**src/rtl/nrisc_arb_pkg.sv**
```systemverilog
`default_nettype none
// +------------------------------------------------------------------+
// | Module   : nrisc_arb_pkg                                         |
// | Purpose  : Shared types and constants for the NRISC memory       |
// |            arbiter: grant-state encoding, grant IDs, bus width.  |
// | Revision : 1.0 - initial release                                 |
// +------------------------------------------------------------------+
package nrisc_arb_pkg;

  // Default address/data width of the NRISC memory port
  localparam int NRISC_TAM_DEFAULT = 16;

  // Arbiter grant state machine
  typedef enum logic [1:0] {
    IDLE   = 2'd0,
    GNT_IF = 2'd1,
    GNT_D  = 2'd2,
    DONE   = 2'd3
  } arb_state_t;

  // Identifies which requester owns (or last owned) the memory port
  typedef logic gnt_id_t;
  localparam gnt_id_t GNT_FETCH = 1'b0;
  localparam gnt_id_t GNT_DATA  = 1'b1;

endpackage : nrisc_arb_pkg
`default_nettype wire

```
**src/rtl/nrisc_arb_timeout.sv**
```systemverilog
`default_nettype none
// +------------------------------------------------------------------+
// | Module   : nrisc_arb_timeout                                     |
// | Purpose  : Watchdog for a granted memory access. 8-bit counter   |
// |            with clear and enable; expire flags the last cycle    |
// |            the arbiter is willing to wait for mem_ack.           |
// | Revision : 1.0 - initial release                                 |
// +------------------------------------------------------------------+
module nrisc_arb_timeout #(
  parameter int TIMEOUT = 15
) (
  input  logic clk,
  input  logic rst,
  input  logic clear,
  input  logic enable,
  output logic expire
);

  // Counter value on which the access is abandoned
  localparam logic [7:0] LIMIT = 8'(TIMEOUT - 1);

  logic [7:0] count;

  // Count cycles spent in a grant state; cleared whenever no grant is active
  always_ff @(posedge clk or posedge rst) begin
    if (rst) begin
      count <= '0;
    end else if (clear) begin
      count <= '0;
    end else if (enable) begin
      count <= count + 8'd1;
    end
  end

  assign expire = enable && (count == LIMIT);

endmodule : nrisc_arb_timeout
`default_nettype wire

```
**src/rtl/nrisc_mem_arbiter.sv**
```systemverilog
`default_nettype none
// +------------------------------------------------------------------+
// | Module   : nrisc_mem_arbiter                                     |
// | Purpose  : Shares one memory port between instruction fetch and  |
// |            core load/store traffic. Grant FSM with req/ack on    |
// |            every port and a watchdog that aborts silent memory.  |
// | Config   : NRISC_ARB_RR_EN defined   -> round-robin on ties      |
// |            NRISC_ARB_RR_EN undefined -> data beats fetch         |
// | Revision : 1.0 - initial release                                 |
// +------------------------------------------------------------------+
module nrisc_mem_arbiter
  import nrisc_arb_pkg::*;
#(
  parameter int TAM     = NRISC_TAM_DEFAULT,
  parameter int TIMEOUT = 15
) (
  input  logic           clk,
  input  logic           rst,
  // instruction fetch port
  input  logic           if_req,
  input  logic [TAM-1:0] if_addr,
  output logic           if_ack,
  output logic [TAM-1:0] if_rdata,
  output logic           if_err,
  // core data port
  input  logic           d_req,
  input  logic           d_we,
  input  logic [TAM-1:0] d_addr,
  input  logic [TAM-1:0] d_wdata,
  output logic           d_ack,
  output logic [TAM-1:0] d_rdata,
  output logic           d_err,
  // shared memory port
  output logic           mem_req,
  output logic           mem_we,
  output logic [TAM-1:0] mem_addr,
  output logic [TAM-1:0] mem_wdata,
  input  logic [TAM-1:0] mem_rdata,
  input  logic           mem_ack,
  // status
  output logic           busy
);

  arb_state_t     state;
  gnt_id_t        winner;     // owner of the current transfer
  logic [TAM-1:0] res_data;   // completed transfer result, handed out in DONE
  logic           res_err;
  logic           take_data;  // IDLE decision: grant the data port
  logic           in_grant;
  logic           wd_expire;

`ifdef NRISC_ARB_RR_EN
  gnt_id_t        last_gnt;   // most recent grant, used to break ties
`endif

  assign in_grant = (state == GNT_IF) || (state == GNT_D);
  assign busy     = (state != IDLE);

  // Arbitration decision for a request seen in IDLE
  always_comb begin
    take_data = 1'b0;
    if (d_req && !if_req) begin
      take_data = 1'b1;
    end else if (d_req && if_req) begin
`ifdef NRISC_ARB_RR_EN
      take_data = (last_gnt == GNT_FETCH);
`else
      take_data = 1'b1;
`endif
    end
  end

  nrisc_arb_timeout #(
    .TIMEOUT (TIMEOUT)
  ) u_timeout (
    .clk    (clk),
    .rst    (rst),
    .clear  (!in_grant),
    .enable (in_grant),
    .expire (wd_expire)
  );

`ifdef NRISC_ARB_RR_EN
  // Remember who was granted last so the other side wins the next tie
  always_ff @(posedge clk or posedge rst) begin
    if (rst) begin
      last_gnt <= GNT_FETCH;
    end else if ((state == IDLE) && (if_req || d_req)) begin
      last_gnt <= take_data ? GNT_DATA : GNT_FETCH;
    end
  end
`endif

  // Grant FSM: latch the winner, run the memory access, then pulse its ack
  always_ff @(posedge clk or posedge rst) begin
    if (rst) begin
      state     <= IDLE;
      winner    <= GNT_FETCH;
      res_data  <= '0;
      res_err   <= 1'b0;
      mem_req   <= 1'b0;
      mem_we    <= 1'b0;
      mem_addr  <= '0;
      mem_wdata <= '0;
      if_ack    <= 1'b0;
      if_rdata  <= '0;
      if_err    <= 1'b0;
      d_ack     <= 1'b0;
      d_rdata   <= '0;
      d_err     <= 1'b0;
    end else begin
      if_ack <= 1'b0;
      d_ack  <= 1'b0;
      case (state)
        IDLE: begin
          if (if_req || d_req) begin
            mem_req <= 1'b1;
            if (take_data) begin
              state     <= GNT_D;
              winner    <= GNT_DATA;
              mem_we    <= d_we;
              mem_addr  <= d_addr;
              mem_wdata <= d_wdata;
            end else begin
              state     <= GNT_IF;
              winner    <= GNT_FETCH;
              mem_we    <= 1'b0;
              mem_addr  <= if_addr;
              mem_wdata <= '0;
            end
          end
        end
        GNT_IF, GNT_D: begin
          // mem_ack takes precedence over a watchdog expiry in the same cycle
          if (mem_ack) begin
            mem_req  <= 1'b0;
            res_data <= mem_we ? '0 : mem_rdata;
            res_err  <= 1'b0;
            state    <= DONE;
          end else if (wd_expire) begin
            mem_req  <= 1'b0;
            res_data <= '0;
            res_err  <= 1'b1;
            state    <= DONE;
          end
        end
        DONE: begin
          state <= IDLE;
          if (winner == GNT_DATA) begin
            d_ack   <= 1'b1;
            d_rdata <= res_data;
            d_err   <= res_err;
          end else begin
            if_ack   <= 1'b1;
            if_rdata <= res_data;
            if_err   <= res_err;
          end
        end
        default: state <= IDLE;
      endcase
    end
  end

endmodule : nrisc_mem_arbiter
`default_nettype wire

```
**config.mk**
```make
export PLATFORM = sky130hd
export DESIGN_NAME = nrisc_mem_arbiter
export DESIGN_NICKNAME = d
export VERILOG_FILES = /design/src/rtl/nrisc_arb_pkg.sv /design/src/rtl/nrisc_arb_timeout.sv /design/src/rtl/nrisc_mem_arbiter.sv
export SDC_FILE = /design/constraint.sdc
export NUM_CORES = 1
export LEC_CHECK = 0
export CORE_MARGIN = 10
export CORE_UTILIZATION = 35
export CTS_CLUSTER_DIAMETER = 100
export DETAILED_ROUTE_END_ITERATION = 10
export DONT_BUFFER_PORTS = 1
export PLACE_DENSITY = 0.55
export SYNTH_ARGS = -nofsm -noshare
export SYNTH_HDL_FRONTEND = slang
export SYNTH_HIERARCHICAL = 1
export SYNTH_SLANG_ARGS = --single-unit
```
**constraint.sdc**
```tcl
create_clock -name clk -period 7.7 [get_ports clk]
set_clock_uncertainty 0.15 [all_clocks]
set_input_delay 1.155 -clock clk [delete_from_list [all_inputs] [get_ports clk]]
set_output_delay 1.155 -clock clk [all_outputs]
set_load 0.02 [all_outputs]
```
## Word level (Yosys, flattened, before mapping)

Index checks and enable logic that the tools add are counted.

| storage, ports and cells | value |
|---|---|
| register bits | 98 |
| input bits | 70 |
| output and inout port bits | 71 |
| logic and storage cells | 65 |

| operators by class | value |
|---|---|
| add/subtract/negate cells | 1 |
| equal/unequal tests | 6 |
| multiplexer cells | 25 |
| bitwise gates (word level) | 1 |
| reductions and logical operators | 17 |

Operators with widths:

| cell | number |
|---|---|
| 16-bit two-way mux | 5 |
| 1-bit two-way mux | 13 |
| 2-bit AND reduction | 5 |
| 8-bit by 1-bit adder with 8-bit output, second input constant | 1 |
| 8-bit by 4-bit equality test with 1-bit output, second input constant | 1 |
| 2-bit two-way mux | 4 |
| 8-bit two-way mux | 1 |
| 2-bit case mux with 3 select lines | 1 |
| 2-bit nonzero test | 3 |
| 2-bit equality test, second input constant | 2 |
| 1-bit logical AND | 3 |
| 3-bit by 2-bit inequality test with 1-bit output, second input constant | 1 |
| 3-bit AND reduction | 1 |
| 2-bit by 1-bit equality test with 1-bit output, second input constant | 1 |
| 2-bit logical NOT | 1 |
| 1-bit logical OR | 2 |
| 2-bit inequality test, second input constant | 1 |
| 1-bit case mux with 2 select lines | 1 |
| 2-bit OR reduction | 1 |
| 1-bit logical NOT | 1 |
| 1-bit inverter | 1 |

## Logic depth before layout (Yosys ltp)

| depth | value |
|---|---|
| depth after elaboration | 6 |
| depth in mapped cells | 9 |
| depth with buffers taken out | 8 |

## By module

Netlist, hierarchy kept.

Modules (own cells, without submodules):

| module | times used | cells each | area each (sq um) | sequential area each (sq um) |
|---|---|---|---|---|
| nrisc_mem_arbiter | 1 | 323 | 3721.1 | 2252.2 |
| nrisc_arb_timeout | 1 | 43 | 425.4 | 200.2 |

## Least setup slack after synthesis

Ideal clock, no wire load.

| timing | value |
|---|---|
| path type | register to output |
| start point | register state[0] |
| end point | output port busy |
| data arrival time | 1.095 ns |
| required time | 6.395 ns |
| path slack | 5.300 ns |
| stages on the path, launching flop included | 6 |
| path buffers | 2 |
| cell sequence | dfrtp_1 -> inv_1 -> ha_1 -> buf_2 -> buf_2 -> inv_1 |

| on the way | value |
|---|---|
| cells in the longest elaborated chain, start to end | 1 |

RTL lines:

| element | line | text |
|---|---|---|
| start, declared | nrisc_mem_arbiter.sv:44 | `arb_state_t state;` |
| start signal, assigned | nrisc_mem_arbiter.sv:97 | `state <= IDLE;` |
| start signal, assigned | nrisc_mem_arbiter.sv:119 | `state <= GNT_D;` |
| start signal, assigned | nrisc_mem_arbiter.sv:125 | `state <= GNT_IF;` |
| 2-bit nonzero test | nrisc_mem_arbiter.sv:57 | `assign busy = (state != IDLE);` |
| end, declared | nrisc_mem_arbiter.sv:41 | `output logic busy` |

Every way passes these cells.

## Worst setup path after layout

| timing | value |
|---|---|
| start point | register state[1] |
| end point | output port busy |

The elaborated chain is that of the path after synthesis.

==> results.md <==
Status:
- The run finished with clean final reports.

Yosys:
- The synthesized net count is roughly 440.
- The combined area of all synthesized cells is ~0.0041 mm^2.
- The share of the Yosys chip area taken by registers is 0.591.
- The number of flip-flops and latches in the synthesized netlist is 98.
- Yosys printed 6 warnings.
- The number of standard cells after synthesis is 366.
- The synthesized area divided by synthesized cell count is 11.3 um^2.
- The post-synthesis cell type count is 34.

Worst setup path:
- The slowest stage of the critical path is the ha_1 cell.
- The number of cells on the worst reg-to-reg path is 7.
- By instance count, the cell type seen most on the critical path is inv_1.
- Across all register-to-register paths, the minimum setup slack is roughly 5.4 ns.
- The critical path goes through inv_1 -> ha_1 -> inv_1.
- STA classifies the critical path startpoint as a flip-flop.
- STA classifies the critical path endpoint as an output pin.
- The depth of the critical timing path with buffers and inverters included is 3.
- The worst setup path category is flip-flop to output pin.
- The largest fanout on the critical path is 21.
- The kind of cell adding the most delay to the critical path is adder cells.
- The critical path buffer and inverter count is 2.
- The worst endpoint data arrival time is ~1.8 ns.
- On the worst path, the slowest cell contributes a delay of ~0.67 ns.
- STA puts the critical path data required time at between 6 and 7 ns.

Place:
- The count of input and output buffers is 0.
- The weighted congestion reported at the end of routability-driven placement is a little over 0.7.
- Once detailed placement completed, the half-perimeter wirelength came to 6730 um.
- The cell count after placement is around 500.

Detailed routing:
- The number of routed nets with antenna violations is 0.
- The first-pass iteration count of the detailed router is 4.
- The violation count after the first detailed-routing iteration is roughly 150.
- The mean routed wirelength per cell is around 18 um.
- Wires add up to ~9300 um.
- For this run, design rule violations remaining after detail routing come to 0.
- In the routed layout, each cell is associated on average with a via count of approximately 4.9.
- The number of vias after detailed routing is 2,510.

CTS:
- The clock transition at the registers of the reported paths is 0.07 ns.
- Clock tree synthesis inserted a total of 9 buffers.
- The quantity of hold-fixing buffers added after cts is 0.
- The H-tree depth is 3.
- The buffer count from post-CTS setup fixing is 0.
- Clock latency on the worst-skew pair, taken at its later pin, is around 0.34 ns.
- The deepest clock path buffer count is 2.
- The master cell of the clock root buffer is clkbuf_16.
- The total number of clock tree sinks is 98.
- Post-CTS repair changed the size of 0 cells.
- TritonCTS built the clock tree.

Power:
- The worst-case IR drop observed on VDD is roughly 200 uV.
- After layout, the design draws a total of 2030 uW.
- The sequential group share of total power is 0.545.
- The switching power total is between 800 and 900 uW.
- The internal power is between 1000 and 1500 uW.
- The switching fraction of total power is 0.412.
- The fraction of power consumed by the clock network is 0.213.
- The logic gate share of total power is 0.242.
- The leakage power total is ~0.0022 uW.
- The power density of the placed cells is about 450 mW/mm^2.

STA:
- Of the available clock period, the critical path in the final layout requires 0.401.
- The highest clock frequency the design can meet is between 300 and 400 MHz.
- The max-slew violation count is 0.
- The total negative slack is 0 ns.
- The actual slew at the worst max-slew pin is around 1.1 ns.
- Setup violations remaining at the end of the flow were counted as 0.
- Setup repair after global routing left no endpoint under its margin.
- The worst pin sits at a relative slew slack of 0.267.
- The number of failing hold endpoints at the final stage is 0.
- The final critical-path required period is 3.09 ns.

Floorplanning:
- For this configuration, the core starts out at a cell density of 0.360.
- The number of placement rows is 39.
- The vertical die dimension is 129 um.
- The width of the die is ~130 um.
- The die covers about 0.017 mm^2.
- The region available for standard cell placement spans between 0.01 and 0.015 mm^2.
- The boundary pin count is between 100 and 150.

Job:
- The max-capacitance violation count is 0.

Finish:
- The count of cells in the finished layout, fillers not included, comes to a little over 500.
- The total inserted antenna cells is 0.
- Relative to the synthesized area, the layout overhead comes to 8.90%.
- In the final layout, the share of cells above drive strength 1 is 0.170.
- Once layout is complete, the utilization of the core stands at 0.392.
- The count of nets after finishing is between 400 and 500.

Global route:
- Entering global routing, the biggest net connects 52 pins.
- The aggregate global routing overflow is 0.
- The via count of the first global-routing pass was roughly 2,700.
- The aggregate global-route resource usage is 0.113.
- The initial antenna violation count is 0.
- The first global-routing pass estimated around 15,000 um of wire.

Min path:
- The tightest min-delay check is of the flip-flop to flip-flop type.
- The worst hold path was traced through 2 stages.
==> kinds of logic (layout without fill, tap and decap cells) <==
logic type               after synthesis  after routing  share of synthesized area
AO/OA/AOI/OAI                         47             47                     0.0594
XOR/XNOR                               4              4                    0.00845
adder cells (fa/ha/maj)                5              5                     0.0151
buffers and inverters                 31             30                     0.0450
flip-flops                            98             98                      0.591
multiplexers                          52             52                      0.145
AND/OR/NAND/NOR                      129            129                      0.136
==> final timing paths <==
kind | startpoint | to
max in group asynchronous | rst | mem_wdata[4]$_DFFE_PP0P_
setup reg to reg | state[1]$_DFFE_PP0P_ | state[0]$_DFFE_PP0P_
setup / recovery | state[1]$_DFFE_PP0P_ | busy
min in group asynchronous | rst | u_timeout/count[7]$_DFFE_PP0P_
hold / removal | res_data[13]$_DFFE_PP0P_ | res_data[13]$_DFFE_PP0P_
hold reg to reg | res_data[13]$_DFFE_PP0P_ | res_data[13]$_DFFE_PP0P_
==> cells in the mapped netlist <==
cell / n / area (um^2)
o21ai_1: 3 / 15.0
a21oi_2: 1 / 8.76
nand2_2: 1 / 6.26
clkbuf_2: 2 / 10.0
inv_1: 10 / 37.5
a21oi_1: 3 / 15.0
nand3_1: 18 / 90.1
nand2b_1: 2 / 12.5
or4_1: 1 / 7.51
nand2_1: 90 / 338
buf_4: 5 / 37.5
dfrtp_1: 98 / 2450
a211oi_1: 1 / 7.51
ha_1: 5 / 62.6
o31ai_1: 1 / 7.51
nor4b_1: 1 / 8.76
xor2_1: 3 / 26.3
mux2_1: 2 / 22.5
nor3b_4: 1 / 18.8
buf_2: 8 / 40.0
nand3_2: 1 / 10.0
nor2_1: 7 / 26.3
xnor2_1: 1 / 8.76
mux2i_1: 16 / 160
o211ai_1: 1 / 7.51
or3_2: 2 / 15.0
buf_12: 1 / 20.0
nand4_1: 3 / 18.8
buf_6: 3 / 33.8
nor2b_1: 2 / 12.5
clkbuf_1: 2 / 7.51
mux2_4: 9 / 135
o21ai_0: 37 / 185
mux2_2: 25 / 282
==> power by group through the flow <==
stage | clock, uW | combinational (uW) | sequential, uW
floorplan | 0 | 451 | 1050
global placement | 0 | 486 | 1120
detailed placement | 0 | 505 | 1130
CTS | 446 | 504 | 1120
global route | 467 | 571 | 1140
finish | 433 | 492 | 1110
==> flip-flops by register name (all words and copies together), names as in the netlist <==
signal,flops
d_ack,1
d_err,1
d_rdata,16
if_ack,1
if_err,1
if_rdata,16
mem_addr,16
mem_req,1
mem_wdata,16
mem_we,1
res_data,16
res_err,1
state,2
u_timeout/count,8
winner,1
==> worst min-delay path: stages, from the launching register on <==
cell	delay [ns]
dfrtp_1	0.36
nand2_1	0.05
o21ai_0	0.06
==> cells in the final DEF, fill, tap and decap left out, drive strengths merged, types with 2 or more instances in the layout <==
cell,synthesis,layout
or3,2,2
nand2,91,91
nand2b,2,2
ha,5,5
xor2,3,3
dfrtp,98,98
nand3,19,19
nor2,7,7
mux2,36,36
inv,10,9
a21oi,4,4
clkbuf,4,13
nand4,3,3
clkinvlp,0,3
o21ai,40,40
mux2i,16,16
buf,17,4
nor2b,2,2
==> stage by stage <==
step           hold WS, ns  area, um^2  setup slack [ns]
6_report             0.355        4520              4.61
5_1_grt              0.376        4520              4.46
4_1_cts              0.363        4520              4.57
3_5_place_dp         0.348        4220              4.95
3_3_place_gp         0.333        4220              5.02
2_1_floorplan        0.314        4150              4.06
==> area by class of cell <==
cell class | count | area [um^2]
Multi-Input combinational cell | 237 | 1520
Clock inverter | 3 | 22.5
Sequential cell | 98 | 2450
Tap cell | 143 | 179
Fill cell | 1122 | 7000
Timing Repair Buffer | 4 | 30.0
Clock buffer | 13 | 270
Inverter | 10 | 38.8
==> routing by layer <==
layer	track usage	up-vias	wire length, um
met5	0	-	0
met4	0.0582	0	185
met3	0.0472	11	1080
met2	0.173	97	4310
met1	0.135	1197	3770
li1	-	1205	-
No activity file was read; power rests on OpenSTA's default activity.
